`src/rtl/mul_unit_pkg.sv`:
```
// Shared definitions for the shift-add multiplier: FSM state encoding and
// the default operand width.
package mul_unit_pkg;

    localparam int DEF_WIDTH = 32;

    typedef enum logic [1:0] {
        ST_IDLE = 2'd0,
        ST_RUN  = 2'd1,
        ST_DONE = 2'd2
    } state_e;

endpackage : mul_unit_pkg

```
`src/rtl/mul_unit_if.sv`:
```
// Request/response bundle of the multiplier. The master issues operations
// and the slave (mul_unit) returns the result with its flags.
interface mul_unit_if #(
    parameter int WIDTH = mul_unit_pkg::DEF_WIDTH
);
    logic             start;
    logic             opMla;
    logic [WIDTH-1:0] SrcN;
    logic [WIDTH-1:0] SrcM;
    logic [WIDTH-1:0] SrcA;
    logic             busy;
    logic             done;
    logic [WIDTH-1:0] Result;
    logic             FlagN;
    logic             FlagZ;

    modport master (
        output start, opMla, SrcN, SrcM, SrcA,
        input  busy, done, Result, FlagN, FlagZ
    );

    modport slave (
        input  start, opMla, SrcN, SrcM, SrcA,
        output busy, done, Result, FlagN, FlagZ
    );
endinterface : mul_unit_if

```
`src/rtl/mul_fsm.sv`:
```
// Sequencer of the multiplier: IDLE -> RUN (WIDTH steps) -> DONE -> IDLE.
// busy and done are registered outputs, so they trail the state by one
// edge: done pulses in the cycle after the DONE state, and busy covers the
// whole operation from the accepting edge through the done pulse.
module mul_fsm
    import mul_unit_pkg::*;
#(
    parameter int WIDTH = DEF_WIDTH
) (
    input  logic   clk,
    input  logic   reset,
    input  logic   start_i,
    output state_e state_o,
    output logic   busy_o,
    output logic   done_o
);
    localparam int CW = $clog2(WIDTH) + 1;

    state_e        state_q;
    logic [CW-1:0] count_q;
    logic          busy_q;
    logic          done_q;

    // State, step counter and registered busy/done in one sequential block.
    always_ff @(posedge clk or negedge reset) begin
        if (!reset) begin
            state_q <= ST_IDLE;
            count_q <= '0;
            busy_q  <= 1'b0;
            done_q  <= 1'b0;
        end else begin
            // NOTE: non-blocking assignments keep every register reading the
            // pre-edge values of the others, whatever the statement order.
            done_q <= 1'b0;
            unique case (state_q)
                ST_IDLE: begin
                    if (start_i) begin
                        state_q <= ST_RUN;
                        count_q <= '0;
                        busy_q  <= 1'b1;
                    end else begin
                        busy_q  <= 1'b0;
                    end
                end
                ST_RUN: begin
                    count_q <= count_q + 1'b1;
                    if (count_q == CW'(WIDTH - 1)) begin
                        state_q <= ST_DONE;
                    end
                end
                ST_DONE: begin
                    state_q <= ST_IDLE;
                    done_q  <= 1'b1;
                end
                default: begin
                    state_q <= ST_IDLE;
                end
            endcase
        end
    end

    assign state_o = state_q;
    assign busy_o  = busy_q;
    assign done_o  = done_q;

endmodule : mul_fsm

```
`src/rtl/mul_unit.sv`:
```
// Iterative shift-add multiplier (MUL / MLA), one multiplier bit per cycle,
// fixed latency regardless of operand values. Only the low WIDTH bits of the
// product (plus accumulate operand) are kept.
module mul_unit
    import mul_unit_pkg::*;
#(
    parameter int WIDTH = DEF_WIDTH
) (
    input  logic       clk,
    input  logic       reset,
    mul_unit_if.slave  bus
);
    state_e           fsm_state;
    logic             fsm_busy;
    logic             fsm_done;

    logic [WIDTH-1:0] mcand_q;
    logic [WIDTH-1:0] mplier_q;
    logic [WIDTH-1:0] acc_q;
    logic [WIDTH-1:0] result_q;
    logic             flag_n_q;
    logic             flag_z_q;

    mul_fsm #(.WIDTH(WIDTH)) u_fsm (
        .clk     (clk),
        .reset   (reset),
        .start_i (bus.start),
        .state_o (fsm_state),
        .busy_o  (fsm_busy),
        .done_o  (fsm_done)
    );

    // Datapath: load operands on accept, shift-add while running, capture
    // the accumulator and its flags when the sequence completes.
    always_ff @(posedge clk or negedge reset) begin
        if (!reset) begin
            // NOTE: operand registers are reset too, so an abandoned
            // operation leaves no stale values behind.
            mcand_q  <= '0;
            mplier_q <= '0;
            acc_q    <= '0;
            result_q <= '0;
            flag_n_q <= 1'b0;
            flag_z_q <= 1'b1;
        end else begin
            unique case (fsm_state)
                ST_IDLE: begin
                    if (bus.start) begin
                        mcand_q  <= bus.SrcN;
                        mplier_q <= bus.SrcM;
                        acc_q    <= bus.opMla ? bus.SrcA : '0;
                    end
                end
                ST_RUN: begin
                    if (mplier_q[0]) begin
                        acc_q <= acc_q + mcand_q;
                    end
                    mcand_q  <= mcand_q << 1;
                    mplier_q <= mplier_q >> 1;
                end
                ST_DONE: begin
                    result_q <= acc_q;
                    flag_n_q <= acc_q[WIDTH-1];
                    flag_z_q <= (acc_q == '0);
                end
                default: ;
            endcase
        end
    end

    assign bus.busy   = fsm_busy;
    assign bus.done   = fsm_done;
    assign bus.Result = result_q;
    assign bus.FlagN  = flag_n_q;
    assign bus.FlagZ  = flag_z_q;

endmodule : mul_unit

```
`src/flat_wrapper.sv`:
```
// flat-port wrapper written by rule: the top's interface ports become plain ports
module mul_unit_flat import mul_unit_pkg::*;
#(
    parameter int WIDTH = DEF_WIDTH
)
  (clk, reset, bus_start, bus_opMla, bus_SrcN, bus_SrcM, bus_SrcA, bus_busy, bus_done, bus_Result, bus_FlagN, bus_FlagZ);
  mul_unit_if #(.WIDTH(WIDTH)) bus_i ();
  input  logic clk;
  input  logic reset;
  input wire logic [$bits(bus_i.start)-1:0] bus_start;
  input wire logic [$bits(bus_i.opMla)-1:0] bus_opMla;
  input wire logic [$bits(bus_i.SrcN)-1:0] bus_SrcN;
  input wire logic [$bits(bus_i.SrcM)-1:0] bus_SrcM;
  input wire logic [$bits(bus_i.SrcA)-1:0] bus_SrcA;
  output wire logic [$bits(bus_i.busy)-1:0] bus_busy;
  output wire logic [$bits(bus_i.done)-1:0] bus_done;
  output wire logic [$bits(bus_i.Result)-1:0] bus_Result;
  output wire logic [$bits(bus_i.FlagN)-1:0] bus_FlagN;
  output wire logic [$bits(bus_i.FlagZ)-1:0] bus_FlagZ;
  assign bus_i.start = bus_start;
  assign bus_i.opMla = bus_opMla;
  assign bus_i.SrcN = bus_SrcN;
  assign bus_i.SrcM = bus_SrcM;
  assign bus_i.SrcA = bus_SrcA;
  assign bus_busy = bus_i.busy;
  assign bus_done = bus_i.done;
  assign bus_Result = bus_i.Result;
  assign bus_FlagN = bus_i.FlagN;
  assign bus_FlagZ = bus_i.FlagZ;
  mul_unit #(.WIDTH(WIDTH)) u_core (.clk(clk), .reset(reset), .bus(bus_i));
endmodule
```
`config.mk`:
```
export PLATFORM = sky130hd
export DESIGN_NAME = mul_unit_flat
export DESIGN_NICKNAME = d
export VERILOG_FILES = /design/src/rtl/mul_unit_pkg.sv /design/src/rtl/mul_unit_if.sv /design/src/rtl/mul_fsm.sv /design/src/rtl/mul_unit.sv /design/src/flat_wrapper.sv
export SDC_FILE = /design/constraint.sdc
export NUM_CORES = 1
export LEC_CHECK = 0
export BUFFER_PORTS_ARGS = -buffer_cell sky130_fd_sc_hd__buf_2
export CORE_ASPECT_RATIO = 1.4
export CORE_MARGIN = 1
export CORE_UTILIZATION = 45
export CTS_BUF_LIST = sky130_fd_sc_hd__clkbuf_8
export DETAILED_ROUTE_END_ITERATION = 6
export PLACE_DENSITY = 0.69
export SYNTH_ARGS = -nofsm -noshare
export SYNTH_HDL_FRONTEND = slang
export SYNTH_SLANG_ARGS = --single-unit
```
`constraint.sdc`:
```
create_clock -name clk -period 4.1 [get_ports clk]
set_input_delay 0.205 -clock clk [delete_from_list [all_inputs] [get_ports clk]]
set_output_delay 0.205 -clock clk [all_outputs]
set_load 0.01 [all_outputs]
```
==> run metrics, run 1 <==
status=finished, violations left; violated checks=DRC; RSZ-0062 raised after global routing=no; Ant. Diodes=0; register area share after synthesis=a little under half; peak fanout along the critical path=4; Final setup viols=0; WP data arrival=~3500 ps; critical path endpoint category=flop; Final Max Tran Viols=0; hpwl dp=between 10000 and 15000 µm; post-route ant nets=0; net switching fraction of the power=between 40% and 50%; top_reg_cell synth=dfrtp_1; port buffer count=roughly 140; Clock Latency Late Sink=between 400 and 500 ps; Final period util=roughly 77%; num rows=55; clock slew at reported path FFs=about 80 ps; crit start category=flop; final setup TNS=0 ps; H-tree depth reported by CTS=4; Sink Count=139; die area=0.0172 mm²; r2r setup slk=940 ps; initial DRC count=between 400 and 500; cts bufs inserted=17; Final min period=3160 ps; initial antenna violation count=2; routability cong.=0.901; router iterations before antenna repair=6; count of cell types in the netlist=64; largest net degree at the start of global routing=77; Setup WS post-layout=roughly 940 ps; syn_nets=934; max_slew headroom=between 30% and 40%; HP Class=primary input to flop; FF+latch count, synth=139; Cell Area, Synth=approximately 0.0075 mm²; final hold vios=0; first-pass GRT wire length=32800 µm; vias per cell=5.62; vias in the first global route=between 6000 and 7000; post-cts sizing count=0; core area=about 0.016 mm²; worst clock skew=about 9.9 ps; DRC Markers=18; DR WL/cell=16.9 µm; clock root buffer=clkbuf_8; Post-Place Setup Slack=slightly below 1000 ps; total track usage=about a quarter; worst path required time=4410 ps; Synth warnings=0; power density over the cells=786 mW/mm²; Die Height=roughly 150 µm; GRT overflow=0; Core Util, Final=between 50% and 60%; fmax=between 300 and 400 MHz; Max VDD drop=around 0.00033 V; fraction of registers with async set/reset=100%; share of cells above drive strength 1=a little under a quarter; P_int=roughly 0.0041 W; CP Class=flop to flop; P_leak=roughly 4.3 nW; I/O pins=about 140; sequential share of power=around 32%; Tot Pwr=slightly above 0.007 W; final net count=1102; Initial Util=46.1%; CTS tree=done; Die X=approximately 110 µm; Syn Inst Count=801; Total Routed Length=~20000 µm; clock share of power=between 10% and 20%; placed cells=between 1000 and 1500; EDFF count, synth=0; Comb pwr share=a little over half; Max clock buf depth=2; Non-Filler Instances=1181; Slew @ Worst Pin=1020 ps; total of max-cap violations=0; Switching Power=0.00308 W; Layout area overhead=22.7%; Mapped Avg Cell Area=approximately 9.3 µm²; Vias=between 6000 and 7000
## power groups by stage
| stage | clock [W] | combinational, W | sequential, W |
|---|---|---|---|
| final | 0.00113 | 0.00375 | 0.00234 |
| after detailed placement | 0 | 0.00369 | 0.00235 |
| after CTS | 0.00115 | 0.00375 | 0.00233 |
| after global placement | 0 | 0.00363 | 0.00234 |
| after global routing | 0.00120 | 0.00423 | 0.00240 |
| after floorplan | 0 | 0.00311 | 0.00219 |
## cell families (layout without fill, tap and decap cells)
| logic type | Yosys count | count (layout) | share of synthesized area (%) |
|---|---|---|---|
| AO/OA/AOI/OAI | 214 | 214 | 18.9 |
| buffers and inverters | 55 | 236 | 3.56 |
| XOR/XNOR | 23 | 23 | 2.69 |
| adder cells (fa/ha/maj) | 33 | 33 | 5.62 |
| AND/OR/NAND/NOR | 303 | 303 | 17.6 |
| flip-flops | 139 | 139 | 46.5 |
| multiplexers | 34 | 34 | 5.08 |
## area by class of cell
type / instances / area [µm²]
multi-input combinational: 607 / 3750
tap: 199 / 249
timing repair buffer: 196 / 1280
sequential: 139 / 3480
fill: 1458 / 7060
inverter: 8 / 30.0
clock inverter: 14 / 146
clock buffer: 18 / 248
## per-layer routing
metal,up-vias,GRT usage [%],wire length (µm)
met2,172,42.5,10000
met4,0,11.0,478
met3,34,5.29,906
met5,-,0,0
li1,3238,-,-
met1,3194,28.9,8520
## stage by stage
| stage | cell area (µm²) | hold WS, ps |
|---|---|---|
| floorplan | 7480 | -90.6 |
| global placement | 8240 | 287 |
| detailed placement | 8240 | 281 |
| CTS | 9180 | 0.219 |
| global route | 9180 | 16.6 |
| finish | 9180 | 27.0 |
## critical path, stage by stage, from the launching register on
cell	delay (ps)
dfrtp_1	420
ha_1	240
fa_1	430
a211oi_1	250
o21ai_1	150
o31ai_1	440
a21bo_2	220
a21oi_1	80
o21ai_0	350
a21oi_1	150
xnor2_1	160
o221ai_1	150
## Yosys cell counts, types with 5 or more instances
library cell,number,area share (%)
inv_1,8,0.40
nor4_1,8,0.67
o21a_1,5,0.50
nand2_1,60,3.0
nand4_1,8,0.67
nor3_1,5,0.33
o22ai_1,62,5.2
xor2_1,6,0.70
ha_1,32,5.4
nor2_1,161,8.1
o221ai_1,5,0.59
clkbuf_1,39,2.0
a21o_1,18,1.8
dfrtp_1,138,46
xnor2_1,17,2.0
a21oi_1,25,1.7
a31oi_1,28,2.3
o21ai_0,34,2.3
or3_1,5,0.42
nand3_1,28,1.9
mux2_2,32,4.8
and3_1,11,0.92
## worst paths after layout
check	from	endpoint	depth (start not counted)
setup / recovery	u_core.acc_q[0]	u_core.acc_q[24]	11
hold / removal	bus_SrcN[11]	u_core.mcand_q[11]	3
setup reg to reg	u_core.acc_q[0]	u_core.acc_q[24]	11
hold reg to reg	u_core.bus.FlagZ	u_core.bus.FlagZ	2
max in group asynchronous	reset	u_core.mcand_q[18]	3
min in group asynchronous	reset	u_core.mplier_q[25]	2
## layout by cell type, fill, tap and decap left out, types with 4 or more instances in the layout
cell type,netlist,layout
inv_1,8,8
buf_2,0,134
nor3_1,5,5
nor4_1,8,8
nor2_1,161,160
dlygate4sd3_1,0,55
o221ai_1,5,5
a21o_1,18,18
o21ai_0,34,34
xnor2_1,17,17
or3_1,5,5
o22ai_1,62,62
nand2_1,60,58
ha_1,32,32
clkbuf_8,2,18
buf_4,1,6
nand4_1,8,8
mux2_2,32,32
a31oi_1,28,28
xor2_1,6,6
a21oi_1,25,25
clkinv_2,0,4
nand3_1,28,28
o21a_1,5,5
dfrtp_1,138,138
and3_1,11,11
## registers in the layout, indices dropped and copies added (netlist names)
signal                cells
u_core.acc_q             32
u_core.bus.FlagZ          1
u_core.bus.Result        32
u_core.mcand_q           32
u_core.mplier_q          32
u_core.u_fsm.busy_o       1
u_core.u_fsm.count_q      6
u_core.u_fsm.done_o       1
u_core.u_fsm.state_o      2
## what timing repair did
item / CTS / global route
hold buffers: 55 / 0
buffers inserted: 0 / 0
endpoints found under the hold margin: 128 / 0
No activity file was read; power rests on OpenSTA's default activity.
==> inputs of run 2 (changes only) <==
- PLACE_DENSITY: 0.69 -> 0.71
- clock period: 4.1 -> 2.6 ns (I/O delays scaled with it)
==> run metrics, run 2 (same netlist as run 1, synthesis figures left out) <==
Most Frequent Cell on Critical Path=buf_4; Layout fillers=1323 (-9.3%); CP startpoint=u_core.mcand_q[1]; fmax=371 MHz (+17%); vias per cell=5.52 (-1.8%); footprint of the multi-input gates=0.00396 mm² (+5.4%); GRT overflow=0 (unchanged); status=finished, violations left; Sink Count=139 (unchanged); Tot Pwr=0.0131 W (+81%); power density over the cells=1260 mW/mm² (+60%); initial DRC count=415 (-5.0%); Final setup viols=4 (+4); CTS tree=done; post-route ant nets=0 (unchanged); clock slew at reported path FFs=70 ps (about the same); routability cong.=0.921 (+2.3%); worst path cell trace=buf_4 -> fa_2 -> a211oi_2 -> o21ai_2 -> o31ai_4 -> a21bo_2 -> a21oi_2 -> o21ai_1 -> buf_4 -> a31oi_1 -> xnor2_1 -> o221ai_1; Slew @ Worst Pin=1020 ps (-0.273 ps); r2r setup slk=-100 ps (-1040 ps); core area=0.0162 mm² (unchanged); max_slew headroom=32.2% (about the same); Layout area overhead=38.7%; final setup TNS=-172 ps (-172 ps); DR WL/cell=17.0 µm (+0.66%); RSZ-0062 raised after global routing=yes; Max clock buf depth=2 (unchanged); Non-Filler Instances=1297 (+9.8%); Setup WS post-layout=-98.3 ps (-1040 ps); critical path endpoint category=flop; share of cells above drive strength 1=31.1% (+7.4 points); DRC Markers=17 (-1); cts bufs inserted=17 (unchanged); Ant. Diodes=0 (unchanged); Final Max Tran Viols=0 (unchanged); Final min period=2700 ps (-464 ps); Vias=7161 (+7.9%); crit start category=flop; port buffer count=135 (unchanged); R2R Path Start=u_core.mcand_q[1]; CP Class=flop to flop; Die Height=155 µm (unchanged); violated checks=DRC, setup timing; total of max-cap violations=0 (unchanged); worst setup path endpoint=u_core.acc_q[28]; HP Class=primary input to flop; first-pass GRT wire length=35700 µm (+8.9%); Clock Latency Late Sink=470 ps (about the same); RR Endpoint=u_core.acc_q[28]; worst path required time=2910 ps (-1500 ps); Total Routed Length=22000 µm (+11%); final hold vios=0 (unchanged); hpwl dp=14400 µm (+11%); final net count=1218 (+11%); Initial Util=46.1% (unchanged); clock root buffer=clkbuf_8; H-tree depth reported by CTS=4 (unchanged); vias in the first global route=7342 (+11%); worst clock skew=8.68 ps (-1.19 ps); router iterations before antenna repair=7 (+1); P_leak=4.90 nW (+13%); num rows=55 (unchanged); Slowest-stage cell, CP=dfrtp_1; Final period util=104% (+27 points); largest net degree at the start of global routing=70 (-9.1%); Max VDD drop=0.000536 V (+64%); I/O pins=136 (unchanged); commonest non-fill, non-tap cell in the layout=nor2_1; initial antenna violation count=1 (-1); Die X=111 µm (unchanged); total track usage=26.3% (+1.9 points); placed cells=1161 (+6.1%); peak fanout along the critical path=3 (-1); Post-Place Setup Slack=-136 ps (-1100 ps); reg2reg path depth=12 (+1); die area=0.0172 mm² (unchanged); WP data arrival=3010 ps (-470 ps); max incr delay on CP=430 ps (about the same); FF/Latch Area=0.00348 mm² (about the same); most frequent cells in the layout=nor2_1 (160), dfrtp_1 (137), buf_2 (134), dlygate4sd3_1 (88), buf_4 (85)
[run 2: changes by cell type in the layout (fill, tap and decap cells not counted), moves of 7 or more]
cell / before / now
buf_4: 6 / 85
clkbuf_8: 18 / 25
dlygate4sd3_1: 55 / 88
ha_1: 32 / 25
o21ai_0: 34 / 26
[run 2: worst min path at each step]
stage | startpoint | endpoint | cells past startpoint
after CTS | bus_SrcA[28] | u_core.acc_q[28] | 3
after global routing | bus_SrcA[28] | u_core.acc_q[28] | 3
final | bus_SrcA[28] | u_core.acc_q[28] | 3
after global placement | reset | u_core.mplier_q[26] | 1
after detailed placement | reset | u_core.mplier_q[26] | 1
after floorplan | reset | u_core.acc_q[0] | 0
[run 2: layout make-up]
| cell class | count | area share (%) |
|---|---|---|
| clock buffers | 25 | 3.32 |
| clock inverters | 7 | 0.362 |
| inverters | 8 | 0.289 |
| multi-input cells | 607 | 38.1 |
| flip-flops and latches | 139 | 33.5 |
| well taps | 199 | 2.40 |
| repair buffers | 312 | 22.0 |
[run 2: routing by layer]
metal / routed length, µm / GRT usage [%] / vias to the layer above
met4: 634 / 12.4 / 2
met1: 8760 / 29.5 / 3451
met5: 8 / 0 / -
met2: 11600 / 48.0 / 210
li1: - / - / 3450
met3: 1030 / 4.94 / 48
[run 2: repair_timing]
item | in CTS | in global routing
endpoints found under the hold margin | 154 | 0
endpoints found under the setup margin | 13 | 18
pin swaps | 13 | 28
hold buffers | 88 | 0
setup buffers | 4 | 12
gates resized for setup | 11 | 29
[run 2: stage by stage]
stage               util (%)  cell area [µm²]  hold slack [ps]
floorplan                  -             7500             -166
global placement        54.2             8810              181
detailed placement      54.2             8810              176
CTS                     62.5            10200             18.4
global route            63.9            10400             16.5
finish                  63.9            10400             36.7
[run 2: power by group]
part | internal (W) | total [W] | leakage (nW) | switching, W
Sequential | 0.00295 | 0.00357 | 1.67 | 0.000617
Combinational | 0.00385 | 0.00781 | 3.03 | 0.00396
Clock | 0.000852 | 0.00168 | 0.202 | 0.000823
[run 2: worst max-delay path: cells and delay by family, from the launching register on]
kind	cells	cell delay (ps)
fa+ha+maj	1	370
flops	1	430
buf+inv	2	310
compound gates	8	1260
xor+xnor	1	190
